===== config.mk =====
export PLATFORM = sky130hd
export DESIGN_NAME = axi4_lite_csr_flat
export DESIGN_NICKNAME = d
export VERILOG_FILES = /design/src/rtl/axi4_lite_if.sv /design/src/rtl/axi4_lite_csr.sv /design/src/flat_wrapper.sv
export SDC_FILE = /design/constraint.sdc
export NUM_CORES = 1
export LEC_CHECK = 0
export BUFFER_PORTS_ARGS = -buffer_cell sky130_fd_sc_hd__buf_2
export CORE_MARGIN = 3
export CORE_UTILIZATION = 55
export DETAILED_ROUTE_END_ITERATION = 10
export PLACE_DENSITY = 0.86
export SKIP_CTS_REPAIR_TIMING = 1
export SLEW_MARGIN = 20
export SYNTH_ARGS = -nofsm -noshare
export SYNTH_HDL_FRONTEND = slang
export SYNTH_SLANG_ARGS = --single-unit

===== constraint.sdc =====
create_clock -name clk_i -period 16.3 [get_ports clk_i]
set_clock_uncertainty 0.1 [all_clocks]
set_input_delay 0.815 -clock clk_i [delete_from_list [all_inputs] [get_ports clk_i]]
set_output_delay 0.815 -clock clk_i [all_outputs]
set_load 0.005 [all_outputs]

===== src/rtl/axi4_lite_if.sv =====
// AXI4-Lite bus bundle shared by a master and the CSR slave.
// The master modport drives requests and write data; the slave modport drives
// ready signals and responses.
interface axi4_lite_if #(
    parameter int DATA_WIDTH = 32,
    parameter int ADDR_WIDTH = 32
);
    logic [ADDR_WIDTH-1:0]   awaddr;
    logic [2:0]              awprot;
    logic                    awvalid;
    logic                    awready;
    logic [DATA_WIDTH-1:0]   wdata;
    logic [DATA_WIDTH/8-1:0] wstrb;
    logic                    wvalid;
    logic                    wready;
    logic [1:0]              bresp;
    logic                    bvalid;
    logic                    bready;
    logic [ADDR_WIDTH-1:0]   araddr;
    logic [2:0]              arprot;
    logic                    arvalid;
    logic                    arready;
    logic [DATA_WIDTH-1:0]   rdata;
    logic [1:0]              rresp;
    logic                    rvalid;
    logic                    rready;

    modport master (
        output awaddr, awprot, awvalid, wdata, wstrb, wvalid, bready,
               araddr, arprot, arvalid, rready,
        input  awready, wready, bresp, bvalid, arready, rdata, rresp, rvalid
    );

    modport slave (
        input  awaddr, awprot, awvalid, wdata, wstrb, wvalid, bready,
               araddr, arprot, arvalid, rready,
        output awready, wready, bresp, bvalid, arready, rdata, rresp, rvalid
    );
endinterface


===== src/rtl/axi4_lite_csr.sv =====
// AXI4-Lite slave exposing REG_AMOUNT read/write registers.
// AW and W are accepted independently and committed together; one write and
// one read may be in flight at once. Out-of-range indices answer SLVERR.
// Optional macro AXI4_LITE_CSR_WSTRB_EN enables byte-strobe merging; without
// it every in-range write replaces the full word.
module axi4_lite_csr #(
    parameter int DATA_WIDTH = 32,
    parameter int ADDR_WIDTH = 32,
    parameter int REG_AMOUNT = 8
) (
    input  logic                                  clk_i,
    input  logic                                  rst_i,
    axi4_lite_if.slave                            axi4_lite_i,
    output logic [REG_AMOUNT-1:0][DATA_WIDTH-1:0] regs_o,
    output logic [REG_AMOUNT-1:0]                 wr_stb_o
);
    localparam int STRB_W   = DATA_WIDTH / 8;
    localparam int ADDR_LSB = $clog2(STRB_W);
    localparam int IDX_W    = ADDR_WIDTH - ADDR_LSB;

    localparam logic [1:0] RESP_OKAY   = 2'b00;
    localparam logic [1:0] RESP_SLVERR = 2'b10;

    typedef enum logic [1:0] {
        S_IDLE,
        S_AW_HELD,
        S_W_HELD,
        S_RESP
    } wstate_t;

    wstate_t                              r_wstate;
    wstate_t                              w_wstate_next;
    logic                                 w_commit;
    logic                                 w_awready;
    logic                                 w_wready;
    logic                                 w_bvalid;
    logic                                 w_aw_hs;
    logic                                 w_w_hs;
    logic                                 w_ar_hs;

    logic [IDX_W-1:0]                     r_awidx;
    logic [DATA_WIDTH-1:0]                r_wdata;
    logic [IDX_W-1:0]                     w_widx;
    logic [DATA_WIDTH-1:0]                w_wdata;
    logic                                 w_win_range;
    logic [1:0]                           r_bresp;

    logic [IDX_W-1:0]                     w_aridx;
    logic                                 w_rin_range;
    logic [DATA_WIDTH-1:0]                w_rd_word;
    logic                                 r_rvalid;
    logic [DATA_WIDTH-1:0]                r_rdata;
    logic [1:0]                           r_rresp;

    logic [REG_AMOUNT-1:0][DATA_WIDTH-1:0] r_regs;
    logic [REG_AMOUNT-1:0]                 r_wr_stb;

    logic                                 w_unused;

`ifdef AXI4_LITE_CSR_WSTRB_EN
    logic [STRB_W-1:0]                    r_wstrb;
    logic [STRB_W-1:0]                    w_wstrb;

    // Replace only the bytes whose strobe bit is set.
    function automatic logic [DATA_WIDTH-1:0] merge_bytes(
        input logic [DATA_WIDTH-1:0] old_v,
        input logic [DATA_WIDTH-1:0] new_v,
        input logic [STRB_W-1:0]     strb
    );
        logic [DATA_WIDTH-1:0] res;
        res = old_v;
        for (int b = 0; b < STRB_W; b++) begin
            if (strb[b]) begin
                res[b*8 +: 8] = new_v[b*8 +: 8];
            end
        end
        return res;
    endfunction

    assign w_wstrb  = w_w_hs ? axi4_lite_i.wstrb : r_wstrb;
    assign w_unused = ^{axi4_lite_i.awprot, axi4_lite_i.arprot};
`else
    assign w_unused = ^{axi4_lite_i.awprot, axi4_lite_i.arprot, axi4_lite_i.wstrb};
`endif

    assign w_aw_hs = axi4_lite_i.awvalid && w_awready;
    assign w_w_hs  = axi4_lite_i.wvalid  && w_wready;
    assign w_ar_hs = axi4_lite_i.arvalid && !r_rvalid;

    // A channel handshaking this cycle supplies its value directly; otherwise
    // the previously held value is used.
    assign w_widx      = w_aw_hs ? axi4_lite_i.awaddr[ADDR_WIDTH-1:ADDR_LSB] : r_awidx;
    assign w_wdata     = w_w_hs  ? axi4_lite_i.wdata : r_wdata;
    assign w_win_range = (w_widx < IDX_W'(REG_AMOUNT));

    assign w_aridx     = axi4_lite_i.araddr[ADDR_WIDTH-1:ADDR_LSB];
    assign w_rin_range = (w_aridx < IDX_W'(REG_AMOUNT));

    // Write-channel state register.
    always_ff @(posedge clk_i or posedge rst_i) begin
        if (rst_i) begin
            r_wstate <= S_IDLE;
        end else begin
            r_wstate <= w_wstate_next;
        end
    end

    // Write-channel next state; commit fires when the second of AW/W lands.
    always_comb begin
        w_wstate_next = r_wstate;
        w_commit      = 1'b0;
        case (r_wstate)
            S_IDLE: begin
                if (w_aw_hs && w_w_hs) begin
                    w_wstate_next = S_RESP;
                    w_commit      = 1'b1;
                end else if (w_aw_hs) begin
                    w_wstate_next = S_AW_HELD;
                end else if (w_w_hs) begin
                    w_wstate_next = S_W_HELD;
                end
            end
            S_AW_HELD: begin
                if (w_w_hs) begin
                    w_wstate_next = S_RESP;
                    w_commit      = 1'b1;
                end
            end
            S_W_HELD: begin
                if (w_aw_hs) begin
                    w_wstate_next = S_RESP;
                    w_commit      = 1'b1;
                end
            end
            S_RESP: begin
                if (axi4_lite_i.bready) begin
                    w_wstate_next = S_IDLE;
                end
            end
            default: w_wstate_next = S_IDLE;
        endcase
    end

    // Write-channel outputs decoded from state.
    always_comb begin
        w_awready = (r_wstate == S_IDLE) || (r_wstate == S_W_HELD);
        w_wready  = (r_wstate == S_IDLE) || (r_wstate == S_AW_HELD);
        w_bvalid  = (r_wstate == S_RESP);
    end

    // Capture the early channel's payload until its partner arrives.
    always_ff @(posedge clk_i) begin
        if (w_aw_hs) begin
            r_awidx <= axi4_lite_i.awaddr[ADDR_WIDTH-1:ADDR_LSB];
        end
        if (w_w_hs) begin
            r_wdata <= axi4_lite_i.wdata;
`ifdef AXI4_LITE_CSR_WSTRB_EN
            r_wstrb <= axi4_lite_i.wstrb;
`endif
        end
    end

    // Register file update and per-register write strobe pulse.
    always_ff @(posedge clk_i or posedge rst_i) begin
        if (rst_i) begin
            r_regs   <= '0;
            r_wr_stb <= '0;
        end else begin
            r_wr_stb <= '0;
            if (w_commit && w_win_range) begin
                for (int i = 0; i < REG_AMOUNT; i++) begin
                    if (w_widx == IDX_W'(i)) begin
`ifdef AXI4_LITE_CSR_WSTRB_EN
                        r_regs[i] <= merge_bytes(r_regs[i], w_wdata, w_wstrb);
`else
                        r_regs[i] <= w_wdata;
`endif
                        r_wr_stb[i] <= 1'b1;
                    end
                end
            end
        end
    end

    // Write response code, latched at commit and held through the B phase.
    always_ff @(posedge clk_i or posedge rst_i) begin
        if (rst_i) begin
            r_bresp <= RESP_OKAY;
        end else if (w_commit) begin
            r_bresp <= w_win_range ? RESP_OKAY : RESP_SLVERR;
        end else if (w_bvalid && axi4_lite_i.bready) begin
            r_bresp <= RESP_OKAY;
        end
    end

    // Read mux over the register file (pre-write contents on a same-edge write).
    always_comb begin
        w_rd_word = '0;
        for (int i = 0; i < REG_AMOUNT; i++) begin
            if (w_aridx == IDX_W'(i)) begin
                w_rd_word = r_regs[i];
            end
        end
    end

    // Read channel: register the response on AR, clear it on R handshake.
    always_ff @(posedge clk_i or posedge rst_i) begin
        if (rst_i) begin
            r_rvalid <= 1'b0;
            r_rdata  <= '0;
            r_rresp  <= RESP_OKAY;
        end else if (w_ar_hs) begin
            r_rvalid <= 1'b1;
            r_rdata  <= w_rin_range ? w_rd_word : '0;
            r_rresp  <= w_rin_range ? RESP_OKAY : RESP_SLVERR;
        end else if (r_rvalid && axi4_lite_i.rready) begin
            r_rvalid <= 1'b0;
            r_rdata  <= '0;
            r_rresp  <= RESP_OKAY;
        end
    end

    assign axi4_lite_i.awready = w_awready;
    assign axi4_lite_i.wready  = w_wready;
    assign axi4_lite_i.bvalid  = w_bvalid;
    assign axi4_lite_i.bresp   = r_bresp;
    assign axi4_lite_i.arready = !r_rvalid;
    assign axi4_lite_i.rvalid  = r_rvalid;
    assign axi4_lite_i.rdata   = r_rdata;
    assign axi4_lite_i.rresp   = r_rresp;

    assign regs_o   = r_regs;
    assign wr_stb_o = r_wr_stb;
endmodule

===== src/flat_wrapper.sv =====
// flat-port wrapper written by rule: the top's interface ports become plain ports
module axi4_lite_csr_flat 
#(
    parameter int DATA_WIDTH = 32,
    parameter int ADDR_WIDTH = 32,
    parameter int REG_AMOUNT = 8
)
  (clk_i, rst_i, regs_o, wr_stb_o, axi4_lite_i_awaddr, axi4_lite_i_awprot, axi4_lite_i_awvalid, axi4_lite_i_wdata, axi4_lite_i_wstrb, axi4_lite_i_wvalid, axi4_lite_i_bready, axi4_lite_i_araddr, axi4_lite_i_arprot, axi4_lite_i_arvalid, axi4_lite_i_rready, axi4_lite_i_awready, axi4_lite_i_wready, axi4_lite_i_bresp, axi4_lite_i_bvalid, axi4_lite_i_arready, axi4_lite_i_rdata, axi4_lite_i_rresp, axi4_lite_i_rvalid);
  axi4_lite_if #(.DATA_WIDTH(DATA_WIDTH), .ADDR_WIDTH(ADDR_WIDTH)) axi4_lite_i_i ();
  input  logic clk_i;
  input  logic rst_i;
  output logic [REG_AMOUNT-1:0][DATA_WIDTH-1:0] regs_o;
  output logic [REG_AMOUNT-1:0] wr_stb_o;
  input wire logic [$bits(axi4_lite_i_i.awaddr)-1:0] axi4_lite_i_awaddr;
  input wire logic [$bits(axi4_lite_i_i.awprot)-1:0] axi4_lite_i_awprot;
  input wire logic [$bits(axi4_lite_i_i.awvalid)-1:0] axi4_lite_i_awvalid;
  input wire logic [$bits(axi4_lite_i_i.wdata)-1:0] axi4_lite_i_wdata;
  input wire logic [$bits(axi4_lite_i_i.wstrb)-1:0] axi4_lite_i_wstrb;
  input wire logic [$bits(axi4_lite_i_i.wvalid)-1:0] axi4_lite_i_wvalid;
  input wire logic [$bits(axi4_lite_i_i.bready)-1:0] axi4_lite_i_bready;
  input wire logic [$bits(axi4_lite_i_i.araddr)-1:0] axi4_lite_i_araddr;
  input wire logic [$bits(axi4_lite_i_i.arprot)-1:0] axi4_lite_i_arprot;
  input wire logic [$bits(axi4_lite_i_i.arvalid)-1:0] axi4_lite_i_arvalid;
  input wire logic [$bits(axi4_lite_i_i.rready)-1:0] axi4_lite_i_rready;
  output wire logic [$bits(axi4_lite_i_i.awready)-1:0] axi4_lite_i_awready;
  output wire logic [$bits(axi4_lite_i_i.wready)-1:0] axi4_lite_i_wready;
  output wire logic [$bits(axi4_lite_i_i.bresp)-1:0] axi4_lite_i_bresp;
  output wire logic [$bits(axi4_lite_i_i.bvalid)-1:0] axi4_lite_i_bvalid;
  output wire logic [$bits(axi4_lite_i_i.arready)-1:0] axi4_lite_i_arready;
  output wire logic [$bits(axi4_lite_i_i.rdata)-1:0] axi4_lite_i_rdata;
  output wire logic [$bits(axi4_lite_i_i.rresp)-1:0] axi4_lite_i_rresp;
  output wire logic [$bits(axi4_lite_i_i.rvalid)-1:0] axi4_lite_i_rvalid;
  assign axi4_lite_i_i.awaddr = axi4_lite_i_awaddr;
  assign axi4_lite_i_i.awprot = axi4_lite_i_awprot;
  assign axi4_lite_i_i.awvalid = axi4_lite_i_awvalid;
  assign axi4_lite_i_i.wdata = axi4_lite_i_wdata;
  assign axi4_lite_i_i.wstrb = axi4_lite_i_wstrb;
  assign axi4_lite_i_i.wvalid = axi4_lite_i_wvalid;
  assign axi4_lite_i_i.bready = axi4_lite_i_bready;
  assign axi4_lite_i_i.araddr = axi4_lite_i_araddr;
  assign axi4_lite_i_i.arprot = axi4_lite_i_arprot;
  assign axi4_lite_i_i.arvalid = axi4_lite_i_arvalid;
  assign axi4_lite_i_i.rready = axi4_lite_i_rready;
  assign axi4_lite_i_awready = axi4_lite_i_i.awready;
  assign axi4_lite_i_wready = axi4_lite_i_i.wready;
  assign axi4_lite_i_bresp = axi4_lite_i_i.bresp;
  assign axi4_lite_i_bvalid = axi4_lite_i_i.bvalid;
  assign axi4_lite_i_arready = axi4_lite_i_i.arready;
  assign axi4_lite_i_rdata = axi4_lite_i_i.rdata;
  assign axi4_lite_i_rresp = axi4_lite_i_i.rresp;
  assign axi4_lite_i_rvalid = axi4_lite_i_i.rvalid;
  axi4_lite_csr #(.DATA_WIDTH(DATA_WIDTH), .ADDR_WIDTH(ADDR_WIDTH), .REG_AMOUNT(REG_AMOUNT)) u_core (.clk_i(clk_i), .rst_i(rst_i), .axi4_lite_i(axi4_lite_i_i), .regs_o(regs_o), .wr_stb_o(wr_stb_o));
endmodule

**Word-level counts from Yosys, hierarchy flattened**

Index checks and enable logic that the tools add are counted.
Widths: inputs -> output; s select.

- Add/subtract/negate cells: 0
- $mul: 0
- Div/mod/pow operators: 0
- Order comparisons: 2
- Equality and inequality tests: 21
- Shift operators: 0
- Multiplexer cells: 41
- Bitwise logic cells: 0
- Reduce and logical (&&, ||, !) cells: 24

Operator list:

| operator | count |
|---|---|
| $mux 32 | 12 |
| $eq 30x3->1 const B | 8 |
| $eq 30x2->1 const B | 4 |
| $eq 30x1->1 const B | 2 |
| $logic_not 30->1 | 2 |
| $lt 30x4->1 const B | 2 |
| $mux 30 | 1 |
| $mux 2 | 12 |
| $reduce_and 2->1 | 8 |
| $mux 1 | 13 |
| $mux 8 | 1 |
| $pmux 2 s4 | 1 |
| $logic_and 1x1->1 | 7 |
| $eq 2x2->1 const B | 2 |
| $ne 2x1->1 const B | 2 |
| $ne 4x1->1 const B | 1 |
| $reduce_and 4->1 | 1 |
| $reduce_bool 2->1 | 2 |
| $pmux 1 s3 | 1 |
| $eq 2x1->1 const B | 1 |
| $logic_not 2->1 | 1 |
| $logic_or 1x1->1 | 2 |
| $ne 2x2->1 const B | 1 |
| $logic_not 1->1 | 1 |

- Bits in registers: 365
- Latch bits: 0
- Memory bits (writable): 0
- ROM bits: 0
- Input bits: 113
- Word-level logic and storage cells: 104
- Memories: 0

**Depth between registers and ports, before layout**

- Word-level depth: 11
- Depth in mapped cells: 10
- Depth with buffers taken out: 8

**Worst setup path before layout**

OpenSTA, ideal clock, no wires.

- Kind: input -> register
- From: input axi4_lite_i_awaddr[11]
- To: register u_core.r_regs, in the netlist u_core.regs_o[10]
- Library setup time: 0.125 ns
- Arrival: 2.641 ns
- Path slack: 13.434 ns
- Stages: 5
- Path through: nor4_1 -> nand3b_4 -> a2111oi_4 -> buf_6 -> mux2_4

- Word-level cells in the longest chain between the ends: 4

Ends and longest elaborated chain:

| element | RTL line | text |
|---|---|---|
| start: declaration | flat_wrapper.sv:14 | `input wire logic [$bits(axi4_lite_i_i.awaddr)-1:0] axi4_lite_i_awaddr;` |
| $mux 30 * | n/a |  |
| $lt 30x4->1 | axi4_lite_csr.sv:94 | `assign w_win_range = (w_widx < IDX_W'(REG_AMOUNT));` |
| $logic_and 1x1->1 | axi4_lite_csr.sv:171 | `if (w_commit && w_win_range) begin` |
| $reduce_and 2->1 (no source line) * | n/a |  |
| end signal: indexed assignment | axi4_lite_csr.sv:177 | `r_regs[i] <= w_wdata;` |
| end: declaration | axi4_lite_csr.sv:55 | `logic [REG_AMOUNT-1:0][DATA_WIDTH-1:0] r_regs;` |

Mark *: on every way between the ends. The rest lies on a longest branch, timed or not.
A chain may end at the register's enable or synchronous reset.

**Worst setup path in the final report**

- From: register u_core.r_wstate[1]
- To: register u_core.r_regs, in the netlist u_core.regs_o[234]

- Word-level cells in the longest chain between the ends: 8

Ends and longest elaborated chain:

| element | RTL line | text |
|---|---|---|
| start: declaration | axi4_lite_csr.sv:31 | `wstate_t r_wstate;` |
| start signal: assignment | axi4_lite_csr.sv:104 | `r_wstate <= w_wstate_next;` |
| parallel branches: the longest is 8 deep, another holds $lt 30x4->1 | n/a |  |

Several ways; the timed one is not identified.

==> results.cfg <==
[place]
routabilityCongestion = 0.8531
dp_cells = 1958
io_buffer_count = 401
dp_hpwl_mm = 33.90
dp_slack_ns = 11.59

[floorplanning]
ios = 418
initial_utilization = 0.5631
die_w_um = 178.3
dieArea_um2 = 31810
die_y_um = 178.3
num_rows = 62
core-area_um2 = 29010

[job]
drv_cap = 0

[synthesis]
synthArstFlopShare = 0.8292
synth_common_cells = 301 x dfrtp_1, 245 x mux2_2, 108 x nand2_1
synth_top_cell_area_share = 0.4611
ys_seq_elements = 363
synth.avg_cell_area_um2 = 13.29
synth_area_um2 = 16340
synthTopCellsByArea = dfrtp_1 46%, mux2_2 17%, dfxtp_1 7.6%
synthCells = 1229
yosysUniqueCellTypes = 60
synth-edff-count = 0
ys_warn_count = 0
yosys.area.top_type = dfrtp_1
synth_flop_cell = dfrtp_1
yosysMostFrequentCell = dfrtp_1
synth_seq_area_share = 0.5370

[power_and_ir_drop]
power_leakage_nw = 10.47
finalPower_mw = 2.287
ir_drop_v = 0.0001219
power_density_nw_per_um2 = 115.9

[worst_setup_path]
crit_arrival_ns = 4.84
critPathKind = register to register
crit_path_end_kind = register
cp_max_fo = 31
cp_data_required_time_ns = 16.60
startpoint_type = register

[sta]
slew_violations = 0
fmax_mhz = 220.7
min_period_ns = 4.532
hold_violations = 0
setup_tns_ns = 0
max_slew.worst_pin.slew_ns = 1.188
rsz0062_at_grt = false
layout_setup_ws_ns = 11.77
setup-violations-final = 0
fin_crit_sh = 0.2780
slew_headroom = 0.2079

[drt]
drt_wl_total_mm = 51.86
post_drt_wl_per_cell_um = 25.55
dr.pass1.iters = 5
vias = 12580
vias_per_cell = 6.195
drtIter0Drc = 1106
ant_nets = 0
drc = 0

[cts]
clk_pin_slew_worst_paths_ns = 0.06
clk_latency_ns = 0.52
cts-htree-levels = 2
cts_tree = yes
cts.sinks = 363
root_buffer = clkbuf_16
cts_buffer_depth = 3
cts_buffers = 38

[cells_and_area]
final_util = 0.6800
syn2layout_area_growth_pct = 20.76
drive_above_1_share = 0.4970
n_antenna_cell = 0
fin_nets = 1734
stdcell_count = 2030

[outcome]
status = finished clean

[min_path]
hp-class = input pin to async pin

[global_routing]
grt_util_all_layers = 0.3182
grt_max_degree = 88
gr-total-overflow = 0
grt_pass1_vias = 12740
grt_antenna_before_repair = 0
grt_pass1_wl_mm = 77.29
==> through the flow <==
stage                     area, um^2  hold WS [ns]
after floorplan                16340        0.3221
after global placement         18530        0.3309
after detailed placement       18530        0.3343
after CTS                      19710        0.3108
after global routing           19730        0.3197
final                          19730        0.2877
==> power breakdown <==
| part | internal, mW | leakage (nW) | switching (mW) |
|---|---|---|---|
| Combinational | 0.136 | 5.18 | 0.295 |
| Clock | 0.483 | 0.579 | 0.352 |
| Sequential | 0.987 | 4.72 | 0.0357 |
==> cell families (layout without fill, tap and decap cells) <==
family | after synthesis | in the layout | synth area share
adder cells (fa/ha/maj) | 5 | 5 | 0.003829
other | 1 | 2 | 0.0002295
flip-flops | 363 | 363 | 0.5370
multiplexers | 331 | 331 | 0.2551
AO/OA/AOI/OAI | 184 | 184 | 0.09574
buffers and inverters | 92 | 508 | 0.03393
AND/OR/NAND/NOR | 253 | 253 | 0.07414
==> path summary, 6_finish.rpt <==
kind                                    startpoint  depth (start not counted)  slack (ns)            endpoint
worst max-delay path            u_core.r_wstate[1]                          8       11.77  u_core.regs_o[234]
worst min-delay path                         rst_i                          2        0.29  u_core.regs_o[119]
worst max register to register  u_core.r_wstate[1]                          8       11.77  u_core.regs_o[234]
worst min register to register  u_core.r_awidx[21]                          2        0.34  u_core.r_awidx[21]
max in group asynchronous                    rst_i                          4       13.53  u_core.regs_o[105]
min in group clk_i              u_core.r_awidx[21]                          2        0.34  u_core.r_awidx[21]
==> area by class of cell <==
type                    instances  area (um^2)
clock buffers                  64         1154
repair buffers                427         2205
fillers                      2048         9285
clock inverters                 6        30.03
multi-input cells             775         7037
flip-flops and latches        363         8773
inverters                      11        48.80
well taps                     384        480.5
==> state kept, by name, indices dropped and copies added, names as in the netlist <==
| register | flops |
|---|---|
| u_core.regs_o | 256 |
| u_core.axi4_lite_i.rdata | 32 |
| u_core.r_wdata | 32 |
| u_core.r_awidx | 30 |
| u_core.wr_stb_o | 8 |
| u_core.r_wstate | 2 |
| u_core.axi4_lite_i.bresp | 1 |
| u_core.axi4_lite_i.rresp | 1 |
| u_core.axi4_lite_i.rvalid | 1 |
==> layer usage <==
| metal | vias to the layer above | global-route usage | routed length [um] |
|---|---|---|---|
| met2 | 728 | 0.5213 | 25030 |
| met1 | 6403 | 0.4074 | 19830 |
| li1 | 5298 | - | - |
| met3 | 147 | 0.08344 | 4979 |
| met4 | 0 | 0.1208 | 2015 |
| met5 | - | 0 | 0 |
==> critical path, cell delays in order (launching register included) <==
cell	delay [ns]
dfrtp_1	0.41
inv_1	0.14
ha_1	0.29
o21a_1	0.79
and3_1	0.41
o21ai_2	0.23
a2111oi_4	1.09
buf_4	0.53
mux2_2	0.39
==> layout by cell type, fill, tap and decap left out, types with 8 or more instances in the layout <==
| master | count |
|---|---|
| buf_2 | 400 |
| a2111oi_4 | 8 |
| mux2_2 | 245 |
| a21oi_1 | 18 |
| nor2b_1 | 11 |
| nor2_1 | 48 |
| nand2_1 | 107 |
| nor3_1 | 26 |
| a21boi_0 | 15 |
| a221oi_1 | 10 |
| mux2_1 | 11 |
| o21ai_0 | 14 |
| o22ai_1 | 18 |
| a22oi_1 | 12 |
| a22o_1 | 18 |
| a2bb2oi_1 | 33 |
| mux4_2 | 26 |
| dfrtp_1 | 301 |
| nand2b_1 | 9 |
| buf_4 | 27 |
| dfxtp_1 | 62 |
| nor4_1 | 17 |
| mux2_4 | 41 |
| inv_1 | 9 |
| clkbuf_16 | 42 |
| clkbuf_1 | 20 |
Power figures use the tool's default switching activity.
